File: config.mk
export PLATFORM = sky130hd
export DESIGN_NAME = vga_grid_renderer
export DESIGN_NICKNAME = d
export VERILOG_FILES = /design/src/rtl/vga_grid_renderer.sv
export SDC_FILE = /design/constraint.sdc
export NUM_CORES = 1
export LEC_CHECK = 0
export BUFFER_PORTS_ARGS = -buffer_cell sky130_fd_sc_hd__buf_2
export CAP_MARGIN = 20
export CORE_MARGIN = 4
export CORE_UTILIZATION = 51
export CTS_BUF_LIST = sky130_fd_sc_hd__clkbuf_2 sky130_fd_sc_hd__clkbuf_4 sky130_fd_sc_hd__clkbuf_8
export CTS_CLUSTER_DIAMETER = 100
export CTS_CLUSTER_SIZE = 16
export DETAILED_ROUTE_END_ITERATION = 10
export PLACE_DENSITY_LB_ADDON = 0.08
export SLEW_MARGIN = 20
export SYNTH_ARGS = -nofsm -noshare
export SYNTH_HDL_FRONTEND = slang
export SYNTH_SLANG_ARGS = --single-unit
File: constraint.sdc
create_clock -name clk -period 2.9 [get_ports clk]
set_input_delay 0.29 -clock clk [delete_from_list [all_inputs] [get_ports clk]]
set_output_delay 0.29 -clock clk [all_outputs]
set_load 0.05 [all_outputs]
File: src/rtl/vga_grid_renderer.sv
// vga_grid_renderer: VGA timing generator plus two-stage cell-grid renderer.
// Optional cursor overlay is compiled in with `define CURSOR_OVERLAY_EN.
module vga_grid_renderer #(
   parameter int          WIDTH      = 12,
   parameter int          HSIZE      = 800,
   parameter int          HFP        = 856,
   parameter int          HSP        = 976,
   parameter int          HMAX       = 1040,
   parameter int          VSIZE      = 600,
   parameter int          VFP        = 637,
   parameter int          VSP        = 643,
   parameter int          VMAX       = 666,
   parameter int          HSPP       = 1,
   parameter int          VSPP       = 1,
   parameter int          P_PARAM_N  = 16,
   parameter int          P_PARAM_M  = 16,
   parameter int          CELL_LOG2  = 5,
   parameter logic [23:0] ALIVE_RGB  = 24'hFFFFFF,
   parameter logic [23:0] DEAD_RGB   = 24'h0000FF,
   parameter logic [23:0] BORDER_RGB = 24'h000000,
`ifdef CURSOR_OVERLAY_EN
   parameter logic [23:0] CURSOR_RGB = 24'hFF0000,
`endif
   parameter logic [23:0] BG_RGB     = 24'h000000
) (
   input  logic                             clk,
   input  logic                             rst_n,
`ifdef CURSOR_OVERLAY_EN
   input  logic [$clog2(P_PARAM_N)-1:0]     cursor_col,
   input  logic [$clog2(P_PARAM_M)-1:0]     cursor_row,
   input  logic                             cursor_on,
`endif
   input  logic [P_PARAM_N*P_PARAM_M-1:0]   status,
   output logic [WIDTH-1:0]                 hdata,
   output logic [WIDTH-1:0]                 vdata,
   output logic                             hsync,
   output logic                             vsync,
   output logic                             data_enable,
   output logic [7:0]                       video_red,
   output logic [7:0]                       video_green,
   output logic [7:0]                       video_blue,
   output logic                             frame_start
);

   localparam int CELLS = P_PARAM_N * P_PARAM_M;
   localparam int IW    = (CELLS > 1) ? $clog2(CELLS) : 1;

   localparam logic [WIDTH-1:0] H_LAST = WIDTH'(HMAX - 1);
   localparam logic [WIDTH-1:0] V_LAST = WIDTH'(VMAX - 1);
   localparam logic [WIDTH-1:0] H_VIS  = WIDTH'(HSIZE);
   localparam logic [WIDTH-1:0] V_VIS  = WIDTH'(VSIZE);
   localparam logic [WIDTH-1:0] H_FP   = WIDTH'(HFP);
   localparam logic [WIDTH-1:0] H_SP   = WIDTH'(HSP);
   localparam logic [WIDTH-1:0] V_FP   = WIDTH'(VFP);
   localparam logic [WIDTH-1:0] V_SP   = WIDTH'(VSP);
   localparam logic [WIDTH-1:0] N_W    = WIDTH'(P_PARAM_N);
   localparam logic [WIDTH-1:0] M_W    = WIDTH'(P_PARAM_M);
   localparam logic             HS_ON  = 1'(HSPP);
   localparam logic             VS_ON  = 1'(VSPP);

   logic [CELLS-1:0]     snap_q;
   logic                 line_end;
   logic                 frame_end;
   logic [WIDTH-1:0]     col_c;
   logic [WIDTH-1:0]     row_c;
   logic [CELL_LOG2-1:0] xo;
   logic [CELL_LOG2-1:0] yo;
   logic                 in_grid_c;
   logic                 brd_c;
   logic                 vis_c;
   logic                 hs_c;
   logic                 vs_c;
   logic [IW-1:0]        idx_c;

   logic                 s1_vis;
   logic                 s1_in;
   logic                 s1_brd;
   logic                 s1_bit;
   logic                 s1_hs;
   logic                 s1_vs;
   logic [23:0]          rgb_nxt;
   logic [23:0]          rgb_q;

   assign line_end    = (hdata == H_LAST);
   assign frame_end   = line_end && (vdata == V_LAST);
   assign frame_start = (hdata == '0) && (vdata == '0);

   assign col_c = hdata >> CELL_LOG2;
   assign row_c = vdata >> CELL_LOG2;
   assign xo    = hdata[CELL_LOG2-1:0];
   assign yo    = vdata[CELL_LOG2-1:0];

   assign vis_c     = (hdata < H_VIS) && (vdata < V_VIS);
   assign in_grid_c = vis_c && (col_c < N_W) && (row_c < M_W);
   assign brd_c     = (xo == '0) || (yo == '0);
   assign hs_c      = (hdata >= H_FP && hdata < H_SP) ? HS_ON : ~HS_ON;
   assign vs_c      = (vdata >= V_FP && vdata < V_SP) ? VS_ON : ~VS_ON;

   // Lookup index only formed inside the grid; clipped pixels read bit 0.
   assign idx_c = in_grid_c ? IW'(row_c * N_W + col_c) : '0;

`ifdef CURSOR_OVERLAY_EN
   localparam logic [CELL_LOG2-1:0] OFF1 = CELL_LOG2'(1);
   localparam logic [CELL_LOG2-1:0] OFFM = '1;

   logic [$clog2(P_PARAM_N)-1:0] cur_col_q;
   logic [$clog2(P_PARAM_M)-1:0] cur_row_q;
   logic                         cur_on_q;
   logic                         cur_c;
   logic                         s1_cur;

   assign cur_c = cur_on_q
               && (col_c == WIDTH'(cur_col_q))
               && (row_c == WIDTH'(cur_row_q))
               && (xo == OFF1 || xo == OFFM
                   || yo == OFF1 || yo == OFFM);

   // Cursor inputs are captured with the status frame snapshot.
   always_ff @(posedge clk or negedge rst_n) begin
      if (!rst_n) begin
         cur_col_q <= '0;
         cur_row_q <= '0;
         cur_on_q  <= 1'b0;
         s1_cur    <= 1'b0;
      end else begin
         if (frame_end) begin
            cur_col_q <= cursor_col;
            cur_row_q <= cursor_row;
            cur_on_q  <= cursor_on;
         end
         s1_cur <= cur_c;
      end
   end
`endif

   // Raster counters: horizontal wraps each line, vertical each frame.
   always_ff @(posedge clk or negedge rst_n) begin
      if (!rst_n) begin
         hdata <= '0;
         vdata <= '0;
      end else if (line_end) begin
         hdata <= '0;
         vdata <= (vdata == V_LAST) ? '0 : vdata + 1'b1;
      end else begin
         hdata <= hdata + 1'b1;
      end
   end

   // Frame snapshot so mid-frame status updates never tear the picture.
   always_ff @(posedge clk or negedge rst_n) begin
      if (!rst_n) begin
         snap_q <= '0;
      end else if (frame_end) begin
         snap_q <= status;
      end
   end

   // Stage 1: cell classification and snapshot lookup.
   always_ff @(posedge clk or negedge rst_n) begin
      if (!rst_n) begin
         s1_vis <= 1'b0;
         s1_in  <= 1'b0;
         s1_brd <= 1'b0;
         s1_bit <= 1'b0;
         s1_hs  <= ~HS_ON;
         s1_vs  <= ~VS_ON;
      end else begin
         s1_vis <= vis_c;
         s1_in  <= in_grid_c;
         s1_brd <= brd_c;
         s1_bit <= snap_q[idx_c];
         s1_hs  <= hs_c;
         s1_vs  <= vs_c;
      end
   end

   // Colour priority: blanking, background, border, cursor, cell state.
   always_comb begin
      rgb_nxt = '0;
      if (!s1_vis) begin
         rgb_nxt = '0;
      end else if (!s1_in) begin
         rgb_nxt = BG_RGB;
      end else if (s1_brd) begin
         rgb_nxt = BORDER_RGB;
`ifdef CURSOR_OVERLAY_EN
      end else if (s1_cur) begin
         rgb_nxt = CURSOR_RGB;
`endif
      end else if (s1_bit) begin
         rgb_nxt = ALIVE_RGB;
      end else begin
         rgb_nxt = DEAD_RGB;
      end
   end

   // Stage 2: colour plus sync/enable, all aligned two cycles behind counters.
   always_ff @(posedge clk or negedge rst_n) begin
      if (!rst_n) begin
         rgb_q       <= '0;
         hsync       <= ~HS_ON;
         vsync       <= ~VS_ON;
         data_enable <= 1'b0;
      end else begin
         rgb_q       <= rgb_nxt;
         hsync       <= s1_hs;
         vsync       <= s1_vs;
         data_enable <= s1_vis;
      end
   end

   assign video_red   = rgb_q[23:16];
   assign video_green = rgb_q[15:8];
   assign video_blue  = rgb_q[7:0];

endmodule

==> results.cfg <==
[floorplanning]
io-pin-count = 310
die_x_um = 175.1
initial_core_util_pct = 52.41
die_h_um = 175.1
die_area_um2 = 30660
rows = 60
core_um2 = 27180

[pwr]
power.internal_mw = 5.162
power_density_nw_per_um2 = 348.9
switchingPower_mw = 1.526
pwr-share-comb_pct = 8.4
swShare_pct = 22.81
p_leak_nw = 8.986
p_clk_share_pct = 31.0
ir_drop_v = 0.0002474
p_seq_share_pct = 60.6

[global_routing]
track_usage_pct = 29.91
grt_max_degree = 121
first_global_vias = 13810
grt-ovfl-total = 0
grt_pass1_wl_mm = 73.41
antenna_found_initial = 1

[sta]
fin_ws_ns = 0.09079
clock.fmax_mhz = 356.0
tightest_slew_ns = 0.5543
finalSetupViolCount = 0
period_needed_ns = 2.809
relSlewSlack_pct = 63.04
fin_skew_ns = 0.04232
final.period_utilization_pct = 96.87
hold_viol = 0
whs_ns = 0.2371
slew_viol_final = 0

[setup_path]
rrSetupSlack_ns = 0.09
path_max_fanout = 13
path_cells = or4_4, nor3_4, buf_12, mux2_4, o311ai_1, o211ai_1, a32o_1, o41a_1
critical_path_buf_inv_count = 1
slowest_stage = or4_4
crit_required_ns = 3.36
cp-startpoint = vdata[11]$_DFFE_PN0N_
crit_type = reg -> reg
cp-end-kind = register
cp-start-kind = register
crit_arrival_ns = 3.27
reg2reg_from = vdata[11]$_DFFE_PN0N_
slowest_delay_ns = 0.64
crit_family = compound AO/OA/AOI/OAI gates

[cells_and_area]
utilization_pct = 70.54
final_nets = 2409
fin_area_um2 = 19170
antennaDiodeCount = 0
synthToLayoutAreaGrowth_pct = 34.60
drive_above_1_share_pct = 21.77

[yosys]
syn_inst = 1616
ys_seq_area_share_pct = 51.13
syn_area_per_cell_um2 = 8.813
ys.flop_type = dfrtp_1
ys_ff_latch = 291
netlist_area_um2 = 14240
yosysWarnings = 0
synth_edf_count = 0
synthDistinctLibCells = 79
syn-num-nets = 1883
async_flop_share_pct = 100.0

[clock_tree]
htreeDepth = 1
cts_made_buffers = 22
clk_path_buf_depth = 3
clock_latency_ns = 0.58
cts_tree = done
cts.clk_slew.worst_paths_ns = 0.11
postCtsSetupBuffers = 0
cts_sinks = 291
cts_root_buf = clkbuf_8

[route]
vias = 13500
viasPerCell = 5.365
drc = 0
ant_nets = 0
drtIter0Drc = 1192
wire_per_inst_um = 18.55
wl_mm = 46.70
firstDrtPassIters = 5

[placed_design]
post-place-ws_ns = 0.08137
io_buffers = 309
place_area_um2 = 16230
gp_congestion = 0.9163
hpwl_mm = 30.09

[worst_hold_path]
min_path_type = in -> async

[flow_run]
maxCapViolCount = 0

[outcome]
outcome = complete, no violations
-- cells in the final DEF, fill, tap and decap left out, types with 6 or more instances in the layout --
cell type,count
buf_12,16
a31oi_1,13
o211ai_1,8
xnor2_1,11
nor3_1,18
nor4_1,6
clkbuf_8,22
mux4_2,25
and3_1,7
dfrtp_1,284
nand3_1,30
o221ai_1,12
inv_1,22
ha_1,8
buf_4,47
nor2_1,29
nand2_1,783
mux2i_1,37
mux2_2,10
dlygate4sd3_1,257
o21ai_0,35
or3_1,6
buf_2,307
a21oi_1,36
-- final cells by class --
class / count / area [um2]
inverters: 25 / 93.84
clock buffers: 25 / 325.3
repair buffers: 628 / 4797
clock inverters: 2 / 25.02
fillers: 2081 / 8005
multi-input cells: 1174 / 6168
well taps: 372 / 465.4
flip-flops and latches: 291 / 7296
-- flip-flops by register name (all words and copies together) (netlist names) --
| name | count |
|---|---|
| hdata | 12 |
| s1_bit | 1 |
| vdata | 12 |
| s1_in | 1 |
| s1_vs | 1 |
| hsync | 1 |
| s1_vis | 1 |
| s1_hs | 1 |
| rgb_q | 2 |
| data_enable | 1 |
| snap_q | 256 |
| s1_brd | 1 |
| vsync | 1 |
-- layer usage --
metal	GRT usage (%)	wire length, um	vias to the layer above
li1	-	-	6307
met1	39.83	19060	6432
met2	49.75	22360	626
met3	4.630	3332	137
met4	11.39	1933	2
met5	0	11	-
-- worst paths after layout --
check | end | depth (start not counted)
max | s1_bit$_DFF_PN0_ | 8
min | snap_q[120]$_DFFE_PN0P_ | 2
max reg2reg | s1_bit$_DFF_PN0_ | 8
min reg2reg | vsync$_DFF_PN0_ | 0
max in group asynchronous | vdata[5]$_DFFE_PN0N_ | 3
min in group clk | vsync$_DFF_PN0_ | 0
-- metrics by stage --
step / power [mW] / setup TNS [ns] / instances
6_report: 6.688 / 0 / 2517
5_1_grt: 6.928 / -0.004833 / 2517
3_3_place_gp: 4.408 / 0 / 2233
2_1_floorplan: 4.140 / -0.03420 / 1616
4_1_cts: 6.712 / 0 / 2517
3_5_place_dp: 4.411 / 0 / 2233
-- power by group through the flow --
stage | clock (mW) | sequential (mW) | combinational, mW
final | 2.07 | 4.05 | 0.563
after global routing | 2.26 | 4.06 | 0.610
after CTS | 2.12 | 4.05 | 0.542
after global placement | 0 | 4.13 | 0.274
after floorplan | 0 | 4.14 | 0.00392
after detailed placement | 0 | 4.13 | 0.276
-- cell usage after synthesis (3+ instances only) --
cell       instances  area share (%)
a31oi_1           13            0.57
o221ai_1          12            0.74
buf_4             23             1.2
a21oi_1           37             1.3
xor2_1             5            0.31
mux2_1             4            0.32
and3_1             7            0.31
inv_1             22            0.58
mux4_2            25             4.0
clkbuf_8          10            0.97
a211oi_1           3            0.16
a32o_1             3            0.21
buf_2             33             1.2
dfrtp_1          291              51
xnor2_1           11            0.68
nor2_1            30            0.79
a221oi_1           5            0.31
a221o_1            4            0.28
o31ai_1            3            0.16
o211ai_1           8            0.42
or2_2              3            0.13
mux2i_1           37             2.6
nor3_1            18            0.63
buf_1              4            0.11
nor4_1             8            0.35
a2bb2oi_1          4            0.25
mux2_2            11            0.87
clkbuf_1          49             1.3
nand3_1           30             1.1
buf_6              4            0.32
nand2_1          784              21
or4_1              3            0.16
or3_1              6            0.26
o21ai_0           35             1.2
nand2b_1           5            0.22
a22o_1             3            0.18
ha_1               8            0.70
nand4_1            4            0.18
o22ai_1            3            0.13
-- repair_timing --
item                                    4_1_cts  5_1_grt
endpoints found under the hold margin       307        0
endpoints found under the setup margin        0        2
hold buffers                                257        0
resized for setup                             0        4
-- logic make-up (layout without fill, tap and decap cells) --
| group | after synthesis | count (layout) | synth area share [%] |
|---|---|---|---|
| simple gates | 917 | 917 | 26.00 |
| flops | 291 | 291 | 51.13 |
| compound gates | 155 | 155 | 7.327 |
| buf+inv | 151 | 680 | 5.983 |
| mux | 77 | 77 | 7.740 |
| xor+xnor | 16 | 16 | 0.9839 |
| fa+ha+maj | 9 | 9 | 0.8434 |
Note: power is estimated with default switching activity, not from simulation.
